$ cat src/rtl/sti_deserializer.sv
// STI receive deserializer: samples si_data on si_valid cycles and rebuilds one
// 8/16/24/32-bit frame, then presents word, payload and error flags for one cycle.
module sti_deserializer #(
    parameter bit GAP_ABORT = 1'b1
) (
    input  logic        clk,
    input  logic        reset,
    input  logic        cfg_load,
    input  logic [1:0]  cfg_length,
    input  logic        cfg_msb,
    input  logic        cfg_fill,
    input  logic        cfg_low,
    input  logic        si_data,
    input  logic        si_valid,
    output logic        busy,
    output logic        po_valid,
    output logic [31:0] po_word,
    output logic [15:0] po_data,
    output logic [1:0]  po_length,
    output logic        pad_err,
    output logic        frame_err
);

    typedef enum logic [1:0] {
        IDLE = 2'd0,
        RECV = 2'd1,
        DONE = 2'd2
    } state_t;

    state_t      state_reg, state_next;
    logic [5:0]  count_reg, count_next;
    logic [31:0] shift_reg, shift_next;

    logic [1:0]  len_reg, len_next;
    logic        msb_reg, msb_next;
    logic        fill_reg, fill_next;
    logic        low_reg, low_next;

    logic        po_valid_reg, po_valid_next;
    logic [31:0] po_word_reg, po_word_next;
    logic [15:0] po_data_reg, po_data_next;
    logic [1:0]  po_length_reg, po_length_next;
    logic        pad_err_reg, pad_err_next;
    logic        frame_err_reg, frame_err_next;

    logic [5:0]  frame_bits;
    logic [5:0]  count_inc;
    logic [31:0] lsb_word;
    logic [31:0] assembled;
    logic [15:0] payload;
    logic [15:0] pad_bits;

    assign frame_bits = {1'b0, len_reg, 3'b000} + 6'd8;
    assign count_inc  = count_reg + 6'd1;

    // LSB-first placement: the incoming bit lands at the position given by the
    // number of bits already received, all other positions keep their value.
    for (genvar gi = 0; gi < 32; gi++) begin : g_lsb_place
        assign lsb_word[gi] = (count_reg == 6'(gi)) ? si_data : shift_reg[gi];
    end

    assign assembled = msb_reg ? {shift_reg[30:0], si_data} : lsb_word;

    // Payload and pad extraction from the word as it will stand after this bit.
    always_comb begin
        payload  = 16'h0000;
        pad_bits = 16'h0000;
        case (len_reg)
            2'b00: begin
                payload = low_reg ? {8'h00, assembled[7:0]} : {assembled[7:0], 8'h00};
            end
            2'b01: begin
                payload = assembled[15:0];
            end
            2'b10: begin
                if (fill_reg) begin
                    payload  = assembled[23:8];
                    pad_bits = {8'h00, assembled[7:0]};
                end else begin
                    payload  = assembled[15:0];
                    pad_bits = {8'h00, assembled[23:16]};
                end
            end
            default: begin
                if (fill_reg) begin
                    payload  = assembled[31:16];
                    pad_bits = assembled[15:0];
                end else begin
                    payload  = assembled[15:0];
                    pad_bits = assembled[31:16];
                end
            end
        endcase
    end

    always_comb begin
        state_next     = state_reg;
        count_next     = count_reg;
        shift_next     = shift_reg;
        len_next       = len_reg;
        msb_next       = msb_reg;
        fill_next      = fill_reg;
        low_next       = low_reg;
        po_valid_next  = 1'b0;
        frame_err_next = 1'b0;
        po_word_next   = po_word_reg;
        po_data_next   = po_data_reg;
        po_length_next = po_length_reg;
        pad_err_next   = pad_err_reg;

        case (state_reg)
            IDLE, DONE: begin
                // Config is only accepted between frames; DONE reuses the current one.
                if (state_reg == IDLE && cfg_load) begin
                    len_next  = cfg_length;
                    msb_next  = cfg_msb;
                    fill_next = cfg_fill;
                    low_next  = cfg_low;
                end
                if (si_valid) begin
                    state_next = RECV;
                    count_next = 6'd1;
                    shift_next = {31'd0, si_data};
                end else begin
                    state_next = IDLE;
                    count_next = 6'd0;
                end
            end
            RECV: begin
                if (si_valid) begin
                    shift_next = assembled;
                    count_next = count_inc;
                    if (count_inc == frame_bits) begin
                        state_next     = DONE;
                        po_valid_next  = 1'b1;
                        po_word_next   = assembled;
                        po_data_next   = payload;
                        po_length_next = len_reg;
                        pad_err_next   = |pad_bits;
                    end
                end else if (GAP_ABORT) begin
                    state_next     = IDLE;
                    count_next     = 6'd0;
                    shift_next     = 32'd0;
                    frame_err_next = 1'b1;
                end
            end
            default: begin
                state_next = IDLE;
                count_next = 6'd0;
            end
        endcase
    end

    always_ff @(posedge clk) begin
        if (reset) begin
            state_reg     <= IDLE;
            count_reg     <= 6'd0;
            shift_reg     <= 32'd0;
            len_reg       <= 2'b00;
            msb_reg       <= 1'b0;
            fill_reg      <= 1'b0;
            low_reg       <= 1'b0;
            po_valid_reg  <= 1'b0;
            po_word_reg   <= 32'd0;
            po_data_reg   <= 16'd0;
            po_length_reg <= 2'b00;
            pad_err_reg   <= 1'b0;
            frame_err_reg <= 1'b0;
        end else begin
            state_reg     <= state_next;
            count_reg     <= count_next;
            shift_reg     <= shift_next;
            len_reg       <= len_next;
            msb_reg       <= msb_next;
            fill_reg      <= fill_next;
            low_reg       <= low_next;
            po_valid_reg  <= po_valid_next;
            po_word_reg   <= po_word_next;
            po_data_reg   <= po_data_next;
            po_length_reg <= po_length_next;
            pad_err_reg   <= pad_err_next;
            frame_err_reg <= frame_err_next;
        end
    end

    assign busy      = (state_reg == RECV);
    assign po_valid  = po_valid_reg;
    assign po_word   = po_word_reg;
    assign po_data   = po_data_reg;
    assign po_length = po_length_reg;
    assign pad_err   = pad_err_reg;
    assign frame_err = frame_err_reg;

endmodule

$ cat config.mk
export PLATFORM = sky130hd
export DESIGN_NAME = sti_deserializer
export DESIGN_NICKNAME = d
export VERILOG_FILES = /design/src/rtl/sti_deserializer.sv
export SDC_FILE = /design/constraint.sdc
export NUM_CORES = 1
export LEC_CHECK = 0
export ABC_AREA = 1
export BUFFER_PORTS_ARGS = -buffer_cell sky130_fd_sc_hd__buf_2
export CAP_MARGIN = 10
export CORE_MARGIN = 2
export CORE_UTILIZATION = 50
export DETAILED_ROUTE_END_ITERATION = 7
export PLACE_DENSITY = 0.67
export SETUP_SLACK_MARGIN = 0.05
export SLEW_MARGIN = 20
export SYNTH_ARGS = -nofsm -noshare
export SYNTH_HDL_FRONTEND = slang
export SYNTH_SLANG_ARGS = --single-unit
$ cat constraint.sdc
create_clock -name clk -period 6.2 [get_ports clk]
set_clock_uncertainty 0.2 [all_clocks]
set_input_delay 0.31 -clock clk [delete_from_list [all_inputs] [get_ports clk]]
set_output_delay 0.31 -clock clk [all_outputs]
set_load 0.1 [all_outputs]
# --- Word-level counts from Yosys, hierarchy flattened ---
# Index checks and enable logic that the tools add are counted.
totals:
  input_bits: 10
  reg_bits: 98
  out_inout_bits: 54
op_classes:
  n_addsub: 2
  bitwise: 2
  reduce_logical: 13
  eq_ne: 38
  muxes: 52
op_table:
  columns: ["cell", "count"]
  rows:
  - ["$eq A6 B5 Y1 const B", 16]
  - ["$mux W32", 3]
  - ["$mux W16", 4]
  - ["$pmux W32 S2", 1]
  - ["$eq A6 B4 Y1 const B", 8]
  - ["$pmux W16 S3", 1]
  - ["$mux W1", 36]
  - ["$pmux W16 S2", 1]
  - ["$eq A6 B3 Y1 const B", 4]
  - ["$reduce_or A16 Y1", 1]
  - ["$eq A6 B2 Y1 const B", 2]
  - ["$pmux W6 S2", 1]
  - ["$mux W8", 1]
  - ["$add A5 B4 Y6 const B", 1]
  - ["$add A6 B1 Y6 const B", 1]
  - ["$eq A6 B1 Y1 const B", 1]
  - ["$eq A6 B6 Y1", 1]
  - ["$logic_not A6 Y1", 1]
  - ["$mux W6", 1]
  - ["$reduce_or A2 Y1", 3]
  - ["$eq A2 B1 Y1 const B", 2]
  - ["$eq A2 B2 Y1 const B", 2]
  - ["$logic_not A2 Y1", 2]
  - ["$mux W2", 2]
  - ["other kinds (9)", 11]

# --- Longest topological paths before layout ---
# Gate-level depths: netlist (run 1).
logic_depth:
  word_depth: 6
  depth_mapped: 16
  mapped_depth_nobuf: 15

# --- Worst setup path after synthesis (run 1) ---
# OpenSTA, ideal clock, no wires.
synth_timing:
  kind: "register to register"
  from: "register state_reg[0]"
  to: "register po_word_reg[13] (netlist: po_word[13])"
  setup_time_ns: 0.133
  arrival_time_ns: 2.756
  stages_incl_launch_ff: 10
  setup_slack_ns: 3.110
  cell_sequence: "dfxtp_1 > inv_1 > nor2_1 > inv_1 > nor2_1 > nand3_2 > inv_2 > buf_6 > buf_2 > a21oi_1"
synth_via:
  elab_chain_len: 2
synth_lines:
  columns: ["item", "line", "text"]
  rows:
  - ["start, declared", "30", "state_t state_reg, state_next;"]
  - ["start signal, assigned", "171", "state_reg <= state_next;"]
  - ["$eq A2 B1 Y1", null, null]
  - ["named net busy", "15", "output logic busy,"]
  - ["$reduce_and A3 Y1 (no source line)", null, null]
  - ["end signal, assigned", "179", "po_word_reg <= po_word_next;"]
  - ["end, declared", "40", "logic [31:0] po_word_reg, po_word_next;"]
# The timed path passes the listed nets, and every way through them passes these cells.
# A chain may end at the register's enable or synchronous reset.

# --- Worst setup path after layout (run 1) ---
layout_timing:
  from: "register len_reg[0]"
  to: "register po_word_reg[4] (netlist: po_word[4])"
layout_via:
  elab_chain_len: 3
layout_lines:
  columns: ["item", "line", "text"]
  rows:
  - ["start, declared", "34", "logic [1:0] len_reg, len_next;"]
  - ["start signal, assigned", "174", "len_reg <= len_next;"]
  - ["$add A5 B4 Y6", "53", "assign frame_bits = {1'b0, len_reg, 3'b000} + 6'd8;"]
  - ["$eq A6 B6 Y1", "133", "if (count_inc == frame_bits) begin"]
  - ["$reduce_and A3 Y1 (no source line)", null, null]
# No other way between the ends.

==> impl_metrics.yaml, run 1 <==
power:
  p_int_w: 0.000824
  switching_share_pct: 30.9
  total_leakage_power_nw: 2.45
  ir_drop_uv: 119
  power-per-cell-area_mw_per_mm2: 207
  pwr-share-seq_pct: 53.6
  combinationalPowerShare_pct: 14.1
  net-switching-power_w: 0.000369
  p_clk_share_pct: 32.3
route:
  drt_first_iter_violations: 595
  detailroute.via_count: 5619
  wirelength_um: 17500
  remaining_drc_errors: 0
  drt_pre_antenna_iters: 6
  avgViaCountPerCell: 5.69
  ant_nets: 0
  routedWlPerCell_um: 17.7
global_route:
  grt_first_pass_wirelength_um: 27800
  grt_max_degree: 58
  antenna_violations_before_repair: 1
  first_global_vias: 5156
  grt_remaining_overflow: 0
  grt_usage_pct: 31.6
sta:
  fin_setup_tns_ns: 0
  fin_hold_ws_ns: 0.0213
  finalSetupViolations: 0
  pins_over_slew_limit: 0
  fin_crit_ns: 4.07
  report.final.hold_viol_count: 0
  period_share_pct: 65.6
  max_freq_mhz: 246
  max_slew.worst_pin.slew_ns: 1.05
  maxSlewHeadroom_pct: 29.0
  rsz0062_at_grt: "false"
logic_synthesis:
  gate_count_of_the_mapped_netlist: 816
  main_combinational_cell_family_by_area_after_synthesis: "simple AND/OR/NAND/NOR gates"
  cell_accounting_for_the_most_synthesized_area: "sky130_fd_sc_hd__dfxtp_1"
  synth_simple_gate_area_share_pct: 32.0
  synthesis.yosys.warnings: 0
  muxShareOfSynthArea_pct: 0
  synth_adder_area_share_pct: 2.13
  ys_dominant_reg_cell: "sky130_fd_sc_hd__dfxtp_1"
  postSynthNetCount: 835
  synth.top_cell.area_share_pct: 37.1
  synth-xor-area-share_pct: 0.166
  post_synth.cell_area_avg_um2: 6.48
  ys_async_sr_fraction_pct: 0
  synth_compound_area_share_pct: 18.1
  largest_cells_by_area_after_synthesis: "sky130_fd_sc_hd__dfxtp_1 (37%), sky130_fd_sc_hd__nand2_1 (12%), sky130_fd_sc_hd__o21ai_0 (7.9%), sky130_fd_sc_hd__nand3_1 (7.7%), sky130_fd_sc_hd__nor2_1 (7.0%)"
  synth_seq_cells: 98
  synth.distinct_cells: 32
  synth-seq-area-share_pct: 37.1
  synth_edf_count: 0
  synth_area_mm2: 0.00529
cells_and_area:
  layout.cells.most_common: "sky130_fd_sc_hd__nand2_1"
  drive_gt1_share_pct: 11.3
  synthToLayoutAreaGrowth_pct: 9.03
  finalNetCount: 865
  final_cell_mix: "sky130_fd_sc_hd__nand2_1 (168), sky130_fd_sc_hd__nor2_1 (99), sky130_fd_sc_hd__dfxtp_1 (98), sky130_fd_sc_hd__o21ai_0 (83), sky130_fd_sc_hd__nand3_1 (81)"
worst_hold_path:
  timing.hold.worst_path_depth: 3
  timing.hold.worst_endpoint: "low_reg$_SDFFE_PP0P_"
  min-delay-start: "cfg_low"
  worstHoldPathType: "input pin to register"
worst_setup_path:
  critPathMaxFanout: 57
  setup.worst_path.class: "register to register"
  cp_data_arrival_time_ns: 4.17
  worst_ep_required_time_ns: 6.30
  critical_path.startpoint_type: "register"
  setup.reg_to_reg.worst_slack_ns: 2.13
  worstReg2RegEnd: "po_word[4]$_SDFFE_PP0P_"
  cp-end-kind: "register"
  timing.rr.start: "len_reg[0]$_SDFFE_PP0P_"
  ff2ff_path_depth: 9
floorplanning:
  fp.dieW_um: 107
  die_h_um: 107
  fp-row-count: 37
  dieArea_mm2: 0.0114
  floorplan.initialDensity_pct: 51.5
  floorplan.core_area_mm2: 0.0103
  io_pins: 64
cts:
  cts.root.buffer_cell: "sky130_fd_sc_hd__clkbuf_8"
  clkLatencyLatePin_ns: 0.38
  cts_buffer_depth: 2
  worst_setup_hold_path_clk_slew_ns: 0.09
  numCtsBuffers: 9
  postCtsSetupRepairBufs: 0
  ctsResizeCount: 0
  htreeDepth: 3
  cts_num_sinks: 98
  tritoncts: "done"
placement:
  place.detailed.hpwl_um: 12500
  finalWeightedCongestion: 0.971
  io_buffer_count: 63
run_status:
  status: "finished clean"
run:
  cap_violations: 0
## metal layers
layer | vias up | track usage [%] | wire [µm]
met3 | 39 | 5.11 | 1430
met4 | 0 | 14.2 | 672
met5 | - | 0 | 0
met1 | 2560 | 44.4 | 7780
met2 | 250 | 47.7 | 7640
li1 | 2770 | - | -
## synth_stat cells (9+ instances only)
| cell type | count |
|---|---|
| sky130_fd_sc_hd__a21oi_1 | 52 |
| sky130_fd_sc_hd__buf_1 | 9 |
| sky130_fd_sc_hd__buf_2 | 14 |
| sky130_fd_sc_hd__clkbuf_1 | 25 |
| sky130_fd_sc_hd__dfxtp_1 | 98 |
| sky130_fd_sc_hd__ha_1 | 9 |
| sky130_fd_sc_hd__inv_1 | 76 |
| sky130_fd_sc_hd__nand2_1 | 168 |
| sky130_fd_sc_hd__nand3_1 | 81 |
| sky130_fd_sc_hd__nand4_1 | 26 |
| sky130_fd_sc_hd__nor2_1 | 99 |
| sky130_fd_sc_hd__nor3_1 | 9 |
| sky130_fd_sc_hd__o21ai_0 | 83 |
| sky130_fd_sc_hd__o22ai_1 | 32 |
## how the worst max path moves through the flow
stage | startpoint | to | slack [ns] | cells past startpoint
floorplan | state_reg[0]$_SDFFE_PP0P_ | po_word[13]$_SDFFE_PP0P_ | 3.11 | 9
detailed placement | len_reg[1]$_SDFFE_PP0P_ | po_word[4]$_SDFFE_PP0P_ | 2.18 | 9
CTS | len_reg[1]$_SDFFE_PP0P_ | po_word[4]$_SDFFE_PP0P_ | 2.19 | 9
finish | len_reg[0]$_SDFFE_PP0P_ | po_word[4]$_SDFFE_PP0P_ | 2.13 | 9
global route | len_reg[0]$_SDFFE_PP0P_ | po_word[5]$_SDFFE_PP0P_ | 1.66 | 9
global placement | len_reg[0]$_SDFFE_PP0P_ | pad_err$_SDFFE_PP0P_ | 2.32 | 10
## final cells by class
cell class / instances / area [µm²]
multi-input cells: 584 / 2780
diodes: 1 / 2.50
flip-flops and latches: 98 / 1960
clock buffers: 10 / 128
clock inverters: 5 / 38.8
well taps: 136 / 170
fillers: 1099 / 4510
inverters: 80 / 300
repair buffers: 73 / 393
## cell families after synthesis
logic type               count (synthesis)
AND/OR/NAND/NOR                        394
AO/OA/AOI/OAI                          180
adder cells (fa/ha/maj)                  9
buffers and inverters                  134
flip-flops                              98
XOR/XNOR                                 1
## per-stage QoR
| stage | instances | instance area, µm² | power, W | utilization [%] | setup WS, ns |
|---|---|---|---|---|---|
| final | 987 | 5770 | 0.00119 | 56.1 | 2.13 |
| after global routing | 987 | 5770 | 0.00124 | 56.1 | 1.66 |
| after CTS | 986 | 5770 | 0.00119 | 56.1 | 2.19 |
| after detailed placement | 970 | 5590 | 0.000818 | 54.4 | 2.18 |
| after global placement | 970 | 5590 | 0.000817 | 54.4 | 2.32 |
| after floorplan | 816 | 5290 | 0.000764 | - | 3.11 |
## timing repair
action,in CTS,in global routing
hold buffers,1,0
endpoints found under the hold margin,2,0
endpoints found under the setup margin,0,0
## power groups by stage
stage	logic, W	registers [W]	clock network, W
finish	0.000168	0.000639	0.000385
global route	0.000184	0.000640	0.000416
CTS	0.000165	0.000639	0.000387
detailed placement	0.000164	0.000654	0
global placement	0.000164	0.000653	0
floorplan	0.000109	0.000655	0
## worst max-delay path, stage by stage (launching register included)
cell and delay [ns]:
sky130_fd_sc_hd__dfxtp_1 0.37, sky130_fd_sc_hd__ha_1 0.72, sky130_fd_sc_hd__inv_1 0.50, sky130_fd_sc_hd__nand2_1 0.17, sky130_fd_sc_hd__nand2_1 0.07, sky130_fd_sc_hd__inv_1 0.08
sky130_fd_sc_hd__nand3_2 0.59, sky130_fd_sc_hd__inv_2 0.92, sky130_fd_sc_hd__o21ai_0 0.17, sky130_fd_sc_hd__a21oi_1 0.16
No activity file was read; power rests on OpenSTA's default activity.
==> inputs of run 2 (changes only) <==
- PLACE_DENSITY: 0.67 -> 0.7
- clock period: 6.2 -> 3.55 ns (I/O delays scaled with it)
==> impl_metrics.yaml, run 2 (synthesis gave the netlist of run 1 again) <==
cells_and_area:
  finalNetCount: 878
  final_cell_mix: "sky130_fd_sc_hd__nand2_1 (168), sky130_fd_sc_hd__nor2_1 (99), sky130_fd_sc_hd__dfxtp_1 (98), sky130_fd_sc_hd__o21ai_0 (83), sky130_fd_sc_hd__nand3_1 (81)"
  area.sequential_mm2: 0.00196
  design_area_mm2: 0.00594
  layout.core_utilization_pct: 57.8
  antennaDiodeCount: 0
  drive_gt1_share_pct: 12.3
  multiInputGateArea_mm2: 0.00278
  synthToLayoutAreaGrowth_pct: 12.3
  fill_cells: 1066
  layout.cells.most_common: "sky130_fd_sc_hd__nand2_1"
global_route:
  grt_max_degree: 45
  first_global_vias: 5245
  grt_remaining_overflow: 0
  grt_usage_pct: 32.8
  antenna_violations_before_repair: 0
  grt_first_pass_wirelength_um: 28400
worst_setup_path:
  critPathMostFrequentCell: "sky130_fd_sc_hd__nand3_1"
  cp_slowest_stage_delay_ns: 0.60
  setup.worst_path.class: "register to register"
  critical_path.startpoint_type: "register"
  crit_slowest_cell: "sky130_fd_sc_hd__ha_1"
  worst_ep_required_time_ns: 3.67
  cp-end-kind: "register"
  cp_data_arrival_time_ns: 2.96
  timing.critical_path.cells: "ha_1 -> nand2_1 -> o21ai_0 -> nand3_1 -> o21ai_0 -> inv_1 -> nand3_1 -> nand3_1 -> a21oi_1"
  critPathMaxFanout: 13
placement:
  place_area_mm2: 0.00565
  io_buffer_count: 63
  finalWeightedCongestion: 0.967
  place.detailed.hpwl_um: 12900
floorplanning:
  floorplan.initialDensity_pct: 51.5
  floorplan.core_area_mm2: 0.0103
  fp-row-count: 37
  dieArea_mm2: 0.0114
  fp.dieW_um: 107
  die_h_um: 107
  io_pins: 64
cts:
  cts.root.buffer_cell: "sky130_fd_sc_hd__clkbuf_8"
  worst_setup_hold_path_clk_slew_ns: 0.09
  cts_num_sinks: 98
  numCtsBuffers: 9
  ctsResizeCount: 0
  htreeDepth: 3
  clkLatencyLatePin_ns: 0.39
  cts_buffer_depth: 2
  tritoncts: "done"
route:
  wirelength_um: 18100
  ant_nets: 0
  avgViaCountPerCell: 5.78
  drt_pre_antenna_iters: 5
  remaining_drc_errors: 0
  drt_first_iter_violations: 541
  routedWlPerCell_um: 18.1
  detailroute.via_count: 5779
sta:
  fin_setup_tns_ns: 0
  fin_crit_ns: 2.84
  max_freq_mhz: 352
  pins_over_slew_limit: 0
  fin_hold_ws_ns: 0.0456
  report.final.hold_viol_count: 0
  max_slew.worst_pin.slew_ns: 1.06
  period_share_pct: 80.0
  finalSetupViolations: 0
  maxSlewHeadroom_pct: 28.5
  rsz0062_at_grt: "false"
run_status:
  status: "finished clean"
worst_hold_path:
  worstHoldPathType: "input pin to register"
run:
  cap_violations: 0
power:
  power-per-cell-area_mw_per_mm2: 382
  total_leakage_power_nw: 2.55
  ir_drop_uv: 295
  fin_total_pwr_w: 0.00227
## run 2: cell types whose count changed in the layout (fill, tap and decap cells not counted), sizes merged
cell,change
clkinv,-1
clkinvlp,-1
buf,+8
bufinv,+2
dlygate4sd3,+5
clkbuf,+1
diode,-1
## run 2: critical path, delay by kind of cell, from the launching register on
family	cells	cell delay [ns]
compound gates	3	0.85
fa+ha+maj	1	0.60
flops	1	0.45
buf+inv	1	0.17
simple gates	4	0.50
## run 2: final timing paths
check / startpoint / end / slack (ns) / cells after the start
setup / recovery: count_reg[0]$_SDFF_PP0_ / po_data[1]$_SDFFE_PP0P_ / 0.71 / 9
setup reg to reg: count_reg[0]$_SDFF_PP0_ / po_data[1]$_SDFFE_PP0P_ / 0.71 / 9
hold / removal: reset / po_data[5]$_SDFFE_PP0P_ / 0.05 / 2
hold reg to reg: po_data[5]$_SDFFE_PP0P_ / po_data[5]$_SDFFE_PP0P_ / 0.27 / 2
## run 2: layer usage
metal / GRT usage [%] / wire length (µm)
met1: 43.9 / 7990
met3: 8.57 / 1520
met5: 0 / 0
met4: 17.9 / 845
met2: 48.0 / 7800
## run 2: per-stage QoR
step	setup WS (ns)	cells
2_1_floorplan	0.460	816
4_1_cts	0.761	1000
6_report	0.710	1000
3_5_place_dp	0.785	978
3_3_place_gp	0.830	978
5_1_grt	0.488	1000
## run 2: where the power goes
part	internal [W]	switching, W	total (W)
Clock	0.000439	0.000414	0.000853
Combinational	0.0000777	0.000225	0.000303
Sequential	0.00111	0.00000746	0.00112
## run 2: repair_timing
item / in CTS / in global routing
hold buffers: 6 / 0
setup endpoints to repair: 0 / 0
buffers inserted: 0 / 0
hold endpoints to repair: 8 / 0
## run 2: layout make-up
| cell class | count | area share [%] |
|---|---|---|
| inverter | 80 | 5.05 |
| timing repair buffer | 86 | 8.46 |
| clock inverter | 5 | 1.39 |
| clock buffer | 11 | 2.55 |
| sequential | 98 | 33.0 |
| multi-input combinational | 584 | 46.7 |
| tap | 136 | 2.86 |
==> inputs of run 3 (changes only) <==
- clock period: 3.55 -> 2.4 ns (I/O delays scaled with it)
==> impl_metrics.yaml, run 3 (synthesis gave the netlist of run 1 again) <==
cts:
  htreeDepth: 3
  worst_setup_hold_path_clk_slew_ns: 0.11
  tritoncts: "done"
  cts_buffer_depth: 2
  numCtsBuffers: 9
  cts_num_sinks: 98
  clkLatencyLatePin_ns: 0.39
  cts.root.buffer_cell: "sky130_fd_sc_hd__clkbuf_8"
floorplanning:
  die_h_um: 107
  floorplan.initialDensity_pct: 51.5
  fp-row-count: 37
  io_pins: 64
  fp.dieW_um: 107
  dieArea_mm2: 0.0114
  floorplan.core_area_mm2: 0.0103
power:
  power-per-cell-area_mw_per_mm2: 492
  p_clk_share_pct: 35.4
  pwr-share-seq_pct: 48.4
  total_leakage_power_nw: 3.00
  switching_share_pct: 31.5
  p_int_w: 0.00233
  net-switching-power_w: 0.00107
  ir_drop_uv: 438
  combinationalPowerShare_pct: 16.1
worst_setup_path:
  timing.critical_path.cells: "ha_2 -> or2_2 -> a21oi_4 -> nand3_2 -> nor2_4 -> nand3_4 -> clkinv_8 -> buf_12 -> clkbuf_16 -> nor2_2 -> nor2_1"
  cp_data_arrival_time_ns: 2.51
  critical_path.n_buffers_inverters: 3
  cp_delay_by_family_top: "simple AND/OR/NAND/NOR gates"
  worst-path-stages: 11
  setup.reg_to_reg.worst_slack_ns: 0.008
  cp-end-kind: "register"
  worst_ep_required_time_ns: 2.51
  ff2ff_path_depth: 11
  crit_slowest_cell: "sky130_fd_sc_hd__dfxtp_4"
  cp_slowest_stage_delay_ns: 0.40
  critPathMaxFanout: 8
  critical_path.startpoint_type: "register"
  setup.worst_path.class: "register to register"
sta:
  report.final.hold_viol_count: 0
  rsz0062_at_grt: "true"
  finalSetupViolations: 0
  fin_hold_ws_ns: 0.0435
  fin_setup_tns_ns: 0
  maxSlewHeadroom_pct: 59.1
  max_slew.worst_pin.slew_ns: 0.613
  max_freq_mhz: 418
  period_share_pct: 99.7
  fin_crit_ns: 2.39
  pins_over_slew_limit: 0
global_route:
  grt_first_pass_wirelength_um: 30000
  grt_max_degree: 41
  grt_usage_pct: 34.5
  grt_remaining_overflow: 0
  first_global_vias: 5650
  antenna_violations_before_repair: 0
run_status:
  status: "finished clean"
cells_and_area:
  synthToLayoutAreaGrowth_pct: 30.8
  fill_cells: 921
  layout.core_utilization_pct: 67.3
  drive_gt1_share_pct: 23.8
  antennaDiodeCount: 0
  layout.cells.most_common: "sky130_fd_sc_hd__nand2_1"
  finalNetCount: 957
  final_cell_mix: "sky130_fd_sc_hd__nand2_1 (162), sky130_fd_sc_hd__dfxtp_1 (93), sky130_fd_sc_hd__nor2_1 (90), sky130_fd_sc_hd__buf_4 (80), sky130_fd_sc_hd__nand3_1 (77)"
route:
  ant_nets: 0
  avgViaCountPerCell: 5.90
  routedWlPerCell_um: 19.1
  drt_first_iter_violations: 788
  remaining_drc_errors: 0
  drt_pre_antenna_iters: 8
  wirelength_um: 20600
  detailroute.via_count: 6363
placement:
  io_buffer_count: 63
  place.detailed.hpwl_um: 13900
  finalWeightedCongestion: 1.01
worst_hold_path:
  worstHoldPathType: "input pin to register"
  timing.hold.worst_path_depth: 3
run:
  cap_violations: 0
run 3: cell type report:
| class | count | area [µm²] | share of cell area, % |
|---|---|---|---|
| inverter | 80 | 319 | 4.61 |
| clock inverter | 7 | 90.1 | 1.30 |
| tap | 136 | 170 | 2.46 |
| timing repair buffer | 165 | 1280 | 18.5 |
| multi-input combinational | 584 | 2960 | 42.7 |
| clock buffer | 9 | 124 | 1.79 |
| sequential | 98 | 1980 | 28.6 |
run 3: worst paths after layout:
| path | from | end |
|---|---|---|
| max reg2reg | count_reg[1]$_SDFF_PP0_ | po_word[18]$_SDFFE_PP0P_ |
| max | count_reg[1]$_SDFF_PP0_ | po_word[18]$_SDFFE_PP0P_ |
| min reg2reg | po_data[8]$_SDFFE_PP0P_ | po_data[8]$_SDFFE_PP0P_ |
| min | cfg_load | fill_reg$_SDFFE_PP0P_ |
run 3: repair_timing:
| action | in CTS | in global routing |
|---|---|---|
| hold endpoints to repair | 22 | 0 |
| hold buffers | 8 | 0 |
| resized for setup | 10 | 63 |
| pin swaps | 0 | 11 |
| gates cloned | 0 | 6 |
| setup buffers | 0 | 10 |
| endpoints found under the setup margin | 32 | 51 |
run 3: routing by layer:
layer,share of wire [%],track usage [%],up-vias
met2,45,52.4,333
met3,9.8,6.02,82
li1,-,-,2965
met5,0,0,-
met1,41,47.2,2983
met4,4.9,17.4,0
run 3: worst reg2reg max path, stage by stage (launching register included):
cell	delay [ns]
sky130_fd_sc_hd__dfxtp_4	0.40
sky130_fd_sc_hd__ha_2	0.19
sky130_fd_sc_hd__or2_2	0.32
sky130_fd_sc_hd__a21oi_4	0.16
sky130_fd_sc_hd__nand3_2	0.11
sky130_fd_sc_hd__nor2_4	0.15
sky130_fd_sc_hd__nand3_4	0.21
sky130_fd_sc_hd__clkinv_8	0.15
sky130_fd_sc_hd__buf_12	0.12
sky130_fd_sc_hd__clkbuf_16	0.15
sky130_fd_sc_hd__nor2_2	0.04
sky130_fd_sc_hd__nor2_1	0.13
run 3: stage by stage:
step,cells,cell area [µm²],power (W),worst slack (ns)
floorplan,816,5300,0.00197,0.228
global placement,1039,6180,0.00218,-0.159
detailed placement,1039,6180,0.00218,-0.170
CTS,1063,6500,0.00337,0.0255
global route,1079,6920,0.00352,-0.100
finish,1079,6920,0.00341,0.00768
run 3: power by group through the flow:
stage | logic (W) | registers [W] | clock network [W]
final | 0.000550 | 0.00165 | 0.00121
after global placement | 0.000490 | 0.00169 | 0
after CTS | 0.000508 | 0.00165 | 0.00121
after global routing | 0.000590 | 0.00165 | 0.00128
after floorplan | 0.000282 | 0.00169 | 0
after detailed placement | 0.000492 | 0.00169 | 0
